$ cat src/rtl/stream_gen.sv
// stream_gen: valid-qualified 8-bit burst transmitter.
//
// On a start request in IDLE the burst configuration is captured. One cycle
// later the first beat is driven. Each further beat follows after gap_len idle
// cycles. A one-cycle done pulse follows the last beat. There is no
// backpressure.
//
// Ports:
//   clk        clock, rising edge
//   rst        asynchronous active-high reset
//   start      burst request, sampled only when idle
//   burst_len  beats per burst (0 = 256)
//   gap_len    idle cycles between beats (0 = back-to-back)
//   mode       00 increment, 01 constant, 10 LFSR, 11 walking-one
//   seed       first data value (unused for walking-one)
//   data_out   beat data, holds last beat while valid_out is low
//   valid_out  beat qualifier
//   busy       high from first beat through last beat
//   done       one-cycle pulse in the cycle after the last beat
//
// Optional feature macro STREAM_GEN_ABORT_EN adds:
//   abort      cancels a running burst (no done pulse)
//   aborted    one-cycle pulse in the cycle busy drops after an abort
module stream_gen #(
  parameter int unsigned GAP_W = 4
) (
  input  logic             clk,
  input  logic             rst,
  input  logic             start,
  input  logic [7:0]       burst_len,
  input  logic [GAP_W-1:0] gap_len,
  input  logic [1:0]       mode,
  input  logic [7:0]       seed,
`ifdef STREAM_GEN_ABORT_EN
  input  logic             abort,
  output logic             aborted,
`endif
  output logic [7:0]       data_out,
  output logic             valid_out,
  output logic             busy,
  output logic             done
);

  typedef enum logic [1:0] {IDLE, SEND, GAP} state_t;

  state_t           state;
  logic [8:0]       rem;       // beats still to emit
  logic [GAP_W-1:0] gap_q;     // captured gap length
  logic [GAP_W-1:0] gap_cnt;   // idle cycles left in current gap
  logic [1:0]       mode_q;
  logic [7:0]       nxt_data;  // value of the next beat to emit
  logic             finish;    // IDLE entered from last beat; closing cycle pending
  logic             abort_hit;

`ifdef STREAM_GEN_ABORT_EN
  // A burst is abortable from acceptance through the cycle showing the last beat.
  always_comb begin
    abort_hit = 1'b0;
    if (abort && (state != IDLE || finish)) abort_hit = 1'b1;
  end
`else
  always_comb begin
    abort_hit = 1'b0;
  end
`endif

  function automatic logic [7:0] advance(input logic [7:0] d, input logic [1:0] m);
    logic [7:0] r;
    r = d;
    unique case (m)
      2'b00:   r = d + 8'd1;
      2'b01:   r = d;
      2'b10:   r = {d[6:0], d[7] ^ d[5] ^ d[4] ^ d[3]};
      default: r = {d[6:0], d[7]};
    endcase
    return r;
  endfunction

  always_ff @(posedge clk or posedge rst) begin
    if (rst) begin
      state     <= IDLE;
      rem       <= '0;
      gap_q     <= '0;
      gap_cnt   <= '0;
      mode_q    <= '0;
      nxt_data  <= '0;
      finish    <= 1'b0;
      data_out  <= '0;
      valid_out <= 1'b0;
      busy      <= 1'b0;
      done      <= 1'b0;
`ifdef STREAM_GEN_ABORT_EN
      aborted   <= 1'b0;
`endif
    end else begin
      done <= 1'b0;
`ifdef STREAM_GEN_ABORT_EN
      aborted <= 1'b0;
`endif
      if (abort_hit) begin
`ifdef STREAM_GEN_ABORT_EN
        aborted <= 1'b1;
`endif
        state     <= IDLE;
        finish    <= 1'b0;
        valid_out <= 1'b0;
        busy      <= 1'b0;
      end else begin
        unique case (state)
          IDLE: begin
            valid_out <= 1'b0;
            if (finish) begin
              // Cycle showing the last beat: start is still ignored here.
              finish <= 1'b0;
              busy   <= 1'b0;
              done   <= 1'b1;
            end else if (start) begin
              rem    <= (burst_len == 8'd0) ? 9'd256 : {1'b0, burst_len};
              gap_q  <= gap_len;
              mode_q <= mode;
              if (mode == 2'b11 || (mode == 2'b10 && seed == 8'h00))
                nxt_data <= 8'h01;
              else
                nxt_data <= seed;
              state <= SEND;
            end
          end
          SEND: begin
            valid_out <= 1'b1;
            busy      <= 1'b1;
            data_out  <= nxt_data;
            nxt_data  <= advance(nxt_data, mode_q);
            rem       <= rem - 9'd1;
            if (rem == 9'd1) begin
              state  <= IDLE;
              finish <= 1'b1;
            end else if (gap_q != '0) begin
              state   <= GAP;
              gap_cnt <= gap_q;
            end
          end
          GAP: begin
            valid_out <= 1'b0;
            if (gap_cnt == GAP_W'(1))
              state <= SEND;
            else
              gap_cnt <= gap_cnt - GAP_W'(1);
          end
          default: state <= IDLE;
        endcase
      end
    end
  end

endmodule

$ cat config.mk
export PLATFORM = sky130hd
export DESIGN_NAME = stream_gen
export DESIGN_NICKNAME = d
export VERILOG_FILES = /design/src/rtl/stream_gen.sv
export SDC_FILE = /design/constraint.sdc
export NUM_CORES = 1
export LEC_CHECK = 0
export CORE_UTILIZATION = 38
export DETAILED_ROUTE_END_ITERATION = 12
export GPL_TIMING_DRIVEN = 0
export SKIP_CTS_REPAIR_TIMING = 1
export SLEW_MARGIN = 20
export SYNTH_ARGS = -nofsm -noshare
export SYNTH_HDL_FRONTEND = slang
export SYNTH_SLANG_ARGS = --single-unit
$ cat constraint.sdc
create_clock -name clk -period 4.1 [get_ports clk]
set_input_delay 0.615 -clock clk [delete_from_list [all_inputs] [get_ports clk]]
set_output_delay 0.615 -clock clk [all_outputs]
set_load 0.05 [all_outputs]
* Word-level counts from Yosys, hierarchy flattened
Cells that the tools add are included.
Operators by class: add/sub/neg operators 3, equal/unequal tests 18, reductions and logical operators 18, bitwise operators 4, mux-type cells 26
Operators by type and width (count):
- 9-bit 2-to-1 mux | 3
- 8-bit 2-to-1 mux | 3
- 8-bit case mux with 3 select lines | 1
- 2-bit inequality test (second input constant) | 9
- 9-bit case mux with 2 select lines | 1
- 8-bit logical NOT | 2
- 8-bit case mux with 2 select lines | 1
- 4-bit 2-to-1 mux | 3
- 4-bit AND reduction | 3
- 2-bit 2-to-1 mux | 5
- 9-bit by 1-bit equality test with 1-bit output (second input constant) | 1
- 9-bit by 1-bit subtractor with 9-bit output (second input constant) | 1
- 8-bit by 1-bit adder with 8-bit output (second input constant) | 1
- 2-bit equality test (second input constant) | 4
- 4-bit case mux with 2 select lines | 1
- 1-bit case mux with 2 select lines | 3
- 2-bit case mux with 3 select lines | 1
- 3-bit AND reduction | 2
- 2-bit nonzero test | 3
- 2-bit by 1-bit equality test with 1-bit output (second input constant) | 2
- 4-bit by 1-bit equality test with 1-bit output (second input constant) | 1
- 2-bit logical NOT | 2
- 1-bit 2-to-1 mux | 4
- 2-bit AND reduction | 2
- other kinds (8) | 10
Storage, ports and cells: logic and storage cells 80, register bits 41, input bits 25, output and inout bits 11

* Longest topological paths before layout
depth in word-level cells 7, mapped depth 7, mapped depth without buffers 6

* Worst setup path before layout
OpenSTA, ideal clock, no wires.
path type input -> register, from input port start, to register nxt_data[4], arrival 1.501 ns, setup time 0.124 ns, cell stages on the path 6, slack 2.475 ns, buffers on the path 1, data required time 3.976 ns, path through nor2b_1 -> o221a_1 -> buf_2 -> nand3_1 -> a21oi_1 -> a211o_1
Between the ends: longest elaborated chain between the ends 2
RTL lines:
- from (decl) | RTL line 29 | input logic start,
- 2-bit inequality test (no line)
- 4-bit AND reduction (no line)
- to (signal assigned) | RTL line 132 | nxt_data <= advance(nxt_data, mode_q);
- to (decl) | RTL line 51 | logic [7:0] nxt_data;
Every way passes these cells. A chain may end at the register's enable or synchronous reset.

* Worst setup path after layout
from register data_out[0], to output port data_out[0]
RTL lines:
- from (decl) | RTL line 38 | output logic [7:0] data_out,
- from (signal assigned) | RTL line 131 | data_out <= nxt_data;
No word-level cell between the ends.

==> reports/results.txt <==
Worst min path class: reg -> reg
Depth of the worst register-to-register path: 3
Worst path required time: 3480 ps
Fraction of final layout cells with drive strength greater than 1: 12.7%
Syn Inst Count: 264
Avg Inst Size Synth: 8.88 um2
Router iterations before antenna repair: 4
Global placer's final weighted congestion: 0.808
Synth warn: 0
Clk pin slew, worst setup/hold paths: 80 ps
Cell family with the largest share of critical-path delay: buffers and inverters
Total overflow reported by the global router: 0
Number of DRC markers after the initial detailed-route iteration: 122
Number of gates on the worst path with buffers counted: 1
Reg-to-reg critical path startpoint: state[0]$_DFFE_PP0P_
Wire length per cell after detailed routing: 14.3 um
Largest net degree at the start of global routing: 29
Final count of hold timing violations: 0
Setup repair after global routing missed its margin: false
Number of antenna violations at the first check in global routing: 0
Hold path depth: 2
Buffering stage count on the worst path with inverters included: 1
Initial Utilization: 39.6%
Fill cells: 570
Design area: 2930 um2
Via count of the first global-routing pass: 1942
Worst slack, placed: 1830 ps
Maximum net fanout on the critical path: 2
Commonest cells after routing, fill and taps aside: nand2_1, dfrtp_1, clkdlybuf4s50_1, a21oi_1, nor2_1
Sequence of cells on the critical path: clkdlybuf4s50_1
Clock Skews: 6.76 ps
Count of H-tree levels built during CTS: 2
Start point of the worst min-delay path: data_out[1]$_DFFE_PP0P_
NumNets Final: 337
Core Region: 5920 um2
Drt drc: 0
Number of enable-type register cells in the synthesized netlist: 0
Hold EP: data_out[1]$_DFFE_PP0P_
DIE AREA: 6490 um2
Gr usage total: 19.1%
Crit Path Class: reg -> out
Power consumption: 2290 uW
Count of pins on the block boundary: 36
Vias/cell: 5.48
Worst voltage drop across the vdd grid: 0.350 mV
DRT antenna net count: 0
Number of register bits inferred by synthesis: 41
Slew Viols, Final: 0
Commonest non-fill, non-tap cell in the layout: nand2_1
Worst reg2reg setup slack: 2450 ps
Clk buf depth: 2
Capturing point of the worst reg2reg path: gap_q[2]$_DFFE_PP0P_
ANT cells: 0
Standard-cell rows: 28
First-pass GRT wire length: 9550 um
Number of distinct library cells after synthesis: 48
Max-capacitance violation count: 0
Total power per unit cell area: 784 nW/um2
Total of endpoints with negative setup slack in the final report: 0
Setup crit end kind: primary output
Crit path time final: 2070 ps
CTS root buf: clkbuf_8
DR vias: 2099
Worst-Margin Slew: 719 ps
Later-pin clock latency in the skew report: 290 ps
Critical path startpoint category: flip-flop
Highest-delay cell along the critical path: clkdlybuf4s50_1
Number of nets produced by synthesis: 294
Result of the run: finished clean
TritonCTS clock tree: built
Finished Core Util: 49.4%
CTS buffer count: 5
Lkg Pwr: 0.00123 uW
Share of the clock period used by the worst path after layout: 50.4%
Final WL: 5470 um
Port-buffer cells: 35
FFs w/ async S/R, synth: 100%
Max-slew headroom: 51.5%
Accumulated negative setup slack: 0 ps
Total number of clock tree sinks: 41
Die Width: 80.6 um
Upper clock frequency limit: 0.484 GHz
Share of the yosys chip area belonging to registers: 43.8%
Y dimension of the die: 80.6 um
Area delta synth->final: 24.8%
Post-synthesis instance area: 2340 um2
Most instantiated flip-flop cell in the synthesis netlist: dfrtp_1
Post-layout worst setup margin: 2030 ps
Endpoint arrival time on the critical path: 1450 ps
Cell Area, Placed: 2810 um2
Slowest cell delay on critical path: 800 ps
DPL Wire Length: 4040 um
-- stage by stage --
stage,std cells,hold slack [ps]
after detailed placement,375,462
after CTS,383,482
after global placement,374,459
after global routing,383,507
after floorplan,264,489
final,383,478
-- layer usage --
layer	vias to the layer above	track usage [%]	wire length, um
met5	-	0	0
met3	8	4.20	200
met4	0	4.64	53
met2	43	31.1	2550
met1	1011	25.7	2670
li1	1037	-	-
-- final cells by class --
cell class	count	area, um2	area share, %
Multi-Input combinational cell	200	1210	41.5
Sequential cell	41	1030	35.1
Timing Repair Buffer	36	370	12.7
Tap cell	75	93.8	3.21
Clock buffer	7	86.3	2.95
Buffer	15	73.8	2.52
Clock inverter	1	30.0	1.03
Inverter	8	30.0	1.03
-- power by group --
group	internal [uW]	switching, uW	total (uW)
Sequential	583	167	750
Combinational	485	720	1210
Clock	199	140	339
-- cells by family after synthesis --
group,Yosys count,share of synthesized area [%]
compound gates,71,19.0
fa+ha+maj,5,2.67
buf+inv,23,4.43
simple gates,107,22.7
flops,41,43.8
xor+xnor,5,1.87
mux,12,5.60
-- worst max path at each step --
stage | startpoint | end | slack, ps
3_3_place_gp | rst | nxt_data[1]$_DFFE_PP0P_ | 1570
3_5_place_dp | start | mode_q[0]$_DFFE_PP0P_ | 1830
4_1_cts | data_out[3]$_DFFE_PP0P_ | data_out[3] | 2030
5_1_grt | busy$_DFFE_PP0P_ | busy | 1970
6_report | data_out[0]$_DFFE_PP0P_ | data_out[0] | 2030
2_1_floorplan | start | nxt_data[4]$_DFFE_PP0P_ | 2480
-- sequential cells by signal, summed over array words and instances (netlist names) --
register	count
finish	1
nxt_data	8
gap_q	4
gap_cnt	4
data_out	8
valid_out	1
busy	1
rem	9
mode_q	2
state	2
done	1
-- synthesized netlist by cell type, types with 2 or more instances --
cell type  instances  area, um2
a211oi_1           4       30.0
dfrtp_1           41       1030
ha_1               5       62.6
a31oi_1            3       18.8
inv_1              8       30.0
nand3_1            9       45.0
nor2_1            20       75.1
o22ai_1            6       37.5
a21oi_1           21        105
o221a_1            2       22.5
mux2i_1            3       30.0
nand2b_1           5       31.3
buf_2             14       70.1
nand2_1           49        184
xnor2_1            5       43.8
nor4_1             5       31.3
a22oi_1            2       15.0
o21ai_0           12       60.1
nor3_1             4       20.0
nand4_1            2       12.5
o21ai_1            6       30.0
mux2_2             8       90.1
o211ai_1           5       37.5
No activity file was read; power rests on OpenSTA's default activity.
